[src/rtl/ready_valid_fifo.sv]
`default_nettype none
// ============================================================================
// Module   : ready_valid_fifo
// Brief    : Register-based FIFO with ready/valid handshakes on both sides.
//            One-hot write and read pointers, an AND-OR read mux, and
//            occupancy flags decoded from the registered count.
// Revision : 1.0 - initial release
// ============================================================================
module ready_valid_fifo #(
  parameter int DATA_WIDTH = 32,
  parameter int DEPTH      = 4
) (
  input  logic                         clk,
  input  logic                         rst,
  input  logic                         wr_valid,
  input  logic [DATA_WIDTH-1:0]        wr_data,
  output logic                         wr_ready,
  output logic                         rd_valid,
  output logic [DATA_WIDTH-1:0]        rd_data,
  input  logic                         rd_ready,
  output logic [$clog2(DEPTH+1)-1:0]   count,
  output logic                         empty,
  output logic                         almost_empty,
  output logic                         almost_full,
  output logic                         full
);

  localparam int c_cnt_w = $clog2(DEPTH+1);
  localparam logic [c_cnt_w-1:0] c_zero     = '0;
  localparam logic [c_cnt_w-1:0] c_one      = c_cnt_w'(1);
  localparam logic [c_cnt_w-1:0] c_depth    = c_cnt_w'(DEPTH);
  localparam logic [c_cnt_w-1:0] c_depth_m1 = c_cnt_w'(DEPTH - 1);
  localparam logic [DEPTH-1:0]   c_ptr_init = DEPTH'(1);

  logic [DATA_WIDTH-1:0] r_mem [DEPTH];
  logic [DEPTH-1:0]      r_wr_ptr;
  logic [DEPTH-1:0]      r_rd_ptr;
  logic [c_cnt_w-1:0]    r_count;

  logic                  w_empty;
  logic                  w_full;
  logic                  w_push;
  logic                  w_pop;
  logic [DATA_WIDTH-1:0] w_rd_data;

  // Flags come straight from the registered count, so the handshake inputs
  // never reach them combinationally.
  assign w_empty      = (r_count == c_zero);
  assign w_full       = (r_count == c_depth);
  assign empty        = w_empty;
  assign full         = w_full;
  assign almost_empty = (r_count == c_one);
  assign almost_full  = (r_count == c_depth_m1);
  assign count        = r_count;
  assign wr_ready     = ~w_full;
  assign rd_valid     = ~w_empty;

  // A transfer needs both handshake halves; rst blocks the non-reset storage
  // writes on an edge where reset is held.
  assign w_push = wr_valid & ~w_full & ~rst;
  assign w_pop  = rd_ready & ~w_empty & ~rst;

  // Storage entries: written only on a push aimed at them, never reset.
  generate
    for (genvar gi = 0; gi < DEPTH; gi++) begin : g_mem
      always_ff @(posedge clk) begin
        if (w_push && r_wr_ptr[gi]) begin
          r_mem[gi] <= wr_data;
        end
      end
    end
  endgenerate

  // Write pointer rotates left by one per push, wrapping top bit to bit 0.
  always_ff @(posedge clk or posedge rst) begin
    if (rst) begin
      r_wr_ptr <= c_ptr_init;
    end else if (w_push) begin
      r_wr_ptr <= {r_wr_ptr[DEPTH-2:0], r_wr_ptr[DEPTH-1]};
    end
  end

  // Read pointer rotates left by one per pop with the same wrap.
  always_ff @(posedge clk or posedge rst) begin
    if (rst) begin
      r_rd_ptr <= c_ptr_init;
    end else if (w_pop) begin
      r_rd_ptr <= {r_rd_ptr[DEPTH-2:0], r_rd_ptr[DEPTH-1]};
    end
  end

  // Occupancy: up on push-only, down on pop-only, hold otherwise.
  always_ff @(posedge clk or posedge rst) begin
    if (rst) begin
      r_count <= c_zero;
    end else if (w_push && !w_pop) begin
      r_count <= r_count + c_one;
    end else if (!w_push && w_pop) begin
      r_count <= r_count - c_one;
    end
  end

  // AND-OR mux selecting the entry under the one-hot read pointer.
  always_comb begin
    w_rd_data = '0;
    for (int i = 0; i < DEPTH; i++) begin
      w_rd_data = w_rd_data | (r_mem[i] & {DATA_WIDTH{r_rd_ptr[i]}});
    end
  end

  assign rd_data = w_rd_data;

`ifndef SYNTHESIS
  a_count_range : assert property (@(posedge clk) disable iff (rst) r_count <= c_depth);
  a_wr_onehot   : assert property (@(posedge clk) disable iff (rst) $onehot(r_wr_ptr));
  a_rd_onehot   : assert property (@(posedge clk) disable iff (rst) $onehot(r_rd_ptr));
`endif

endmodule
`default_nettype wire

[config.mk]
export PLATFORM = sky130hd
export DESIGN_NAME = ready_valid_fifo
export DESIGN_NICKNAME = d
export VERILOG_FILES = /design/src/rtl/ready_valid_fifo.sv
export SDC_FILE = /design/constraint.sdc
export NUM_CORES = 1
export LEC_CHECK = 0
export ABC_CLOCK_PERIOD_IN_PS = 1900
export CAP_MARGIN = 30
export CORE_ASPECT_RATIO = 0.8
export CORE_MARGIN = 2
export CORE_UTILIZATION = 40
export CTS_BUF_LIST = sky130_fd_sc_hd__clkbuf_8
export CTS_CLUSTER_SIZE = 16
export DETAILED_ROUTE_END_ITERATION = 12
export PLACE_DENSITY = 0.64
export SETUP_SLACK_MARGIN = 0.15
export SYNTH_ARGS = -nofsm -noshare
export SYNTH_HDL_FRONTEND = slang
export SYNTH_SLANG_ARGS = --single-unit
[constraint.sdc]
create_clock -name clk -period 1.9 [get_ports clk]
set_input_delay 0.38 -clock clk [delete_from_list [all_inputs] [get_ports clk]]
set_output_delay 0.38 -clock clk [all_outputs]
set_load 0.01 [all_outputs]
==> flow_summary.ini <==
[yosys]
synth_area_sq_mm = 0.005129
synth_top_area_cell = edfxtp_1
syn-num-nets = 332
synthDistinctLibCells = 24
yosys_warnings = 0
postSynthAreaPerCell_sq_um = 17.69
synth_cells = 290
yosysTopAreaCellShare_pct = 74.95
ys_ff_latch = 139
synth_area_leaders = edfxtp_1 75%, a22oi_1 9.4%, dfrtp_1 4.4%, nand2_1 2.5%, ha_1 1.5%
ys_seq_area_share_pct = 80.36

[run_status]
violations = setup timing
outcome = finished, violations left

[critical_path]
crit_path_top_delay_cell = dfstp_2
reg2reg_depth = 8
slowest_delay_ns = 0.62
rrSetupSlack_ns = 0.06
crit_chain = buf_6 -> buf_16 -> buf_6 -> a22oi_2 -> nand2_1 -> buf_2
critPathMostFrequentCell = buf_6
endpoint_kind = output pin
crit_path_start_kind = flip-flop
critPathKind = flip-flop to output pin
crit_arrival_ns = 1.66
r2r-start = count[0]$_DFFE_PP0P_
worstPathMaxFanout = 6
crit_required_ns = 1.52
rr_endpoint = r_mem[2][5]$_DFFE_PP_

[sta]
worst_pin_slew_ns = 0.2302
finalSetupTns_ns = -2.161
drv_slew = 0
setup_slack_ns = -0.1394
setup_violations = 26
fin_crit_sh_pct = 107.3
final_hold_viol_count = 0
relSlewSlack_pct = 84.65
grt_setup_unrepaired = yes
fin_skew_ns = 0.01382
period_needed_ns = 2.039
fmax_ghz = 0.4903

[final_layout]
layout.nets = 463
n_antenna_cell = 0
design_area_sq_mm = 0.007269
area_growth_pct = 41.74
post_route_cells_drive_above_1_share_pct = 41.71
fin_util_pct = 58.90
fill_cells = 957
final_cells = 605

[grt]
gr-usage-all-layers_pct = 17.18
grt_pass1_wl_mm = 17.40
antenna_found_initial = 0
gr-total-overflow = 0
grt_pass1_vias = 3145
grt_max_degree = 26

[placed_design]
placed_cells = 544
io_buffers = 76
gp_congestion = 0.7336
hpwl_mm = 6.669
placed_cell_area_sq_mm = 0.006346

[die]
core-area_sq_mm = 0.01234
rows = 36
fp.dieW_um = 130.6
fp.dieH_um = 105.3
initial_core_util_pct = 41.56
ios = 77
die_area_sq_mm = 0.01375

[clocking]
clk_latency_ns = 0.43
cts_buffers = 17
ctsHoldBuffers = 0
cts_buffer_depth = 2
cts_root_buf = clkbuf_8
cts_sinks = 139
cts_tree = built
htreeDepth = 4
path_clk_slew_ns = 0.08

[detailed_routing]
via_count = 3101
drt_iter0_drc = 211
wl_mm = 11.99
dr.pass1.iters = 4
ant_nets = 0
drc = 0
wl_per_cell_um = 19.82
drt-met1-wl_mm = 5.740
wl_met2_mm = 5.575
dr_wl_met3_um = 557
highest_layer = met4
routed_via_density = 5.126

[pwr]
cellLeakagePower_nw = 2.679
ir_drop_uv = 455.6
power.density_mw_per_mm2 = 924.3

[job]
maxCapViolCount = 0

[min_path]
min_path_type = input pin to async pin
worst max-delay path: cells and delay by family, from the launching register on:
family / cells / cell delay [ns]
AOI/OAI and AO/OA: 1 / 0.06
buffers and inverters: 4 / 0.47
DFF: 1 / 0.62
and+or+nand+nor: 1 / 0.08
worst max path at each step:
stage / start / end / depth (start not counted)
finish: r_rd_ptr[0]$_DFFE_PP1P_ / rd_data[14] / 6
global route: r_rd_ptr[0]$_DFFE_PP1P_ / rd_data[22] / 5
CTS: r_rd_ptr[0]$_DFFE_PP1P_ / rd_data[14] / 6
detailed placement: rst / r_mem[2][19]$_DFFE_PP_ / 5
global placement: rst / r_mem[3][21]$_DFFE_PP_ / 5
floorplan: count[1]$_DFFE_PP0P_ / r_mem[0][0]$_DFFE_PP_ / 6
flip-flops by register name (all words and copies together), names as in the netlist:
| signal | count |
|---|---|
| r_mem | 128 |
| count | 3 |
| r_rd_ptr | 4 |
| r_wr_ptr | 4 |
synthesized netlist by cell type:
cell and count:
inv_1 6, buf_6 1, a22oi_1 64, nand2_1 34
and2b_2 1, buf_2 2, dfstp_2 2, edfxtp_1 128
xor2_1 1, mux2_2 4, a21oi_1 2, ha_1 6
nand3_2 1, and2_2 4, dfrtp_1 9, o21bai_1 1
nand2_2 1, nand3b_1 1, mux2_4 4, o21ai_0 1
xnor2_1 1, clkbuf_1 14, and3_4 1, or2b_2 1
layout make-up:
type,count,area (sq um),area share [%]
clock buffers,17,234.0,3.219
clock inverters,15,150.1,2.065
inverters,6,25.02,0.3442
multi-input cells,128,1146,15.77
flip-flops and latches,139,4124,56.73
well taps,171,214.0,2.943
repair buffers,129,1376,18.93
cells by family (layout without fill, tap and decap cells):
group	after synthesis	after routing	share of synthesized area, %
compound gates	68	68	9.807
xor+xnor	2	2	0.3416
fa+ha+maj	6	6	1.464
buf+inv	23	167	1.878
flops	139	139	80.36
mux	8	8	2.049
simple gates	44	44	4.099
per-stage QoR:
| step | power, mW | setup WS (ns) | hold WS, ns |
|---|---|---|---|
| after CTS | 6.628 | -0.1507 | 0.2840 |
| final | 6.719 | -0.1394 | 0.2998 |
| after detailed placement | 4.133 | 0.01382 | 0.5301 |
| after floorplan | 3.769 | 0.1439 | 0.2542 |
| after global placement | 4.117 | 0.01862 | 0.5305 |
| after global routing | 6.959 | -0.2358 | 0.3058 |
what timing repair did:
action / CTS / global route
setup endpoints to repair: 41 / 67
cloned: 2 / 4
pin swaps: 7 / 22
gates resized for setup: 194 / 41
buffers inserted: 15 / 8
routing by layer:
| layer | vias to the layer above | GRT usage (%) |
|---|---|---|
| met5 | - | 0 |
| met4 | 0 | 5.699 |
| met3 | 10 | 3.858 |
| met2 | 108 | 26.08 |
| met1 | 1578 | 24.69 |
| li1 | 1405 | - |
where the power goes:
group	internal (mW)	total (mW)	switching, mW
Sequential	3.37	3.40	0.0329
Clock	1.16	2.30	1.14
Combinational	0.592	1.02	0.426
cell usage in the layout (no fill, tap or decap), drive strengths merged, types with 2 or more instances in the layout:
cell type        n
a21oi            2
bufinv           2
clkdlybuf4s50   35
buf             83
clkinvlp         4
nand2           35
edfxtp         128
clkinv           5
clkbuf          21
dfstp            2
dfrtp            9
mux2             8
and2             4
inv             10
ha               6
a22oi           64
clkdlybuf4s15    5
dlygate4sd2      2
No activity file was read; power rests on OpenSTA's default activity.
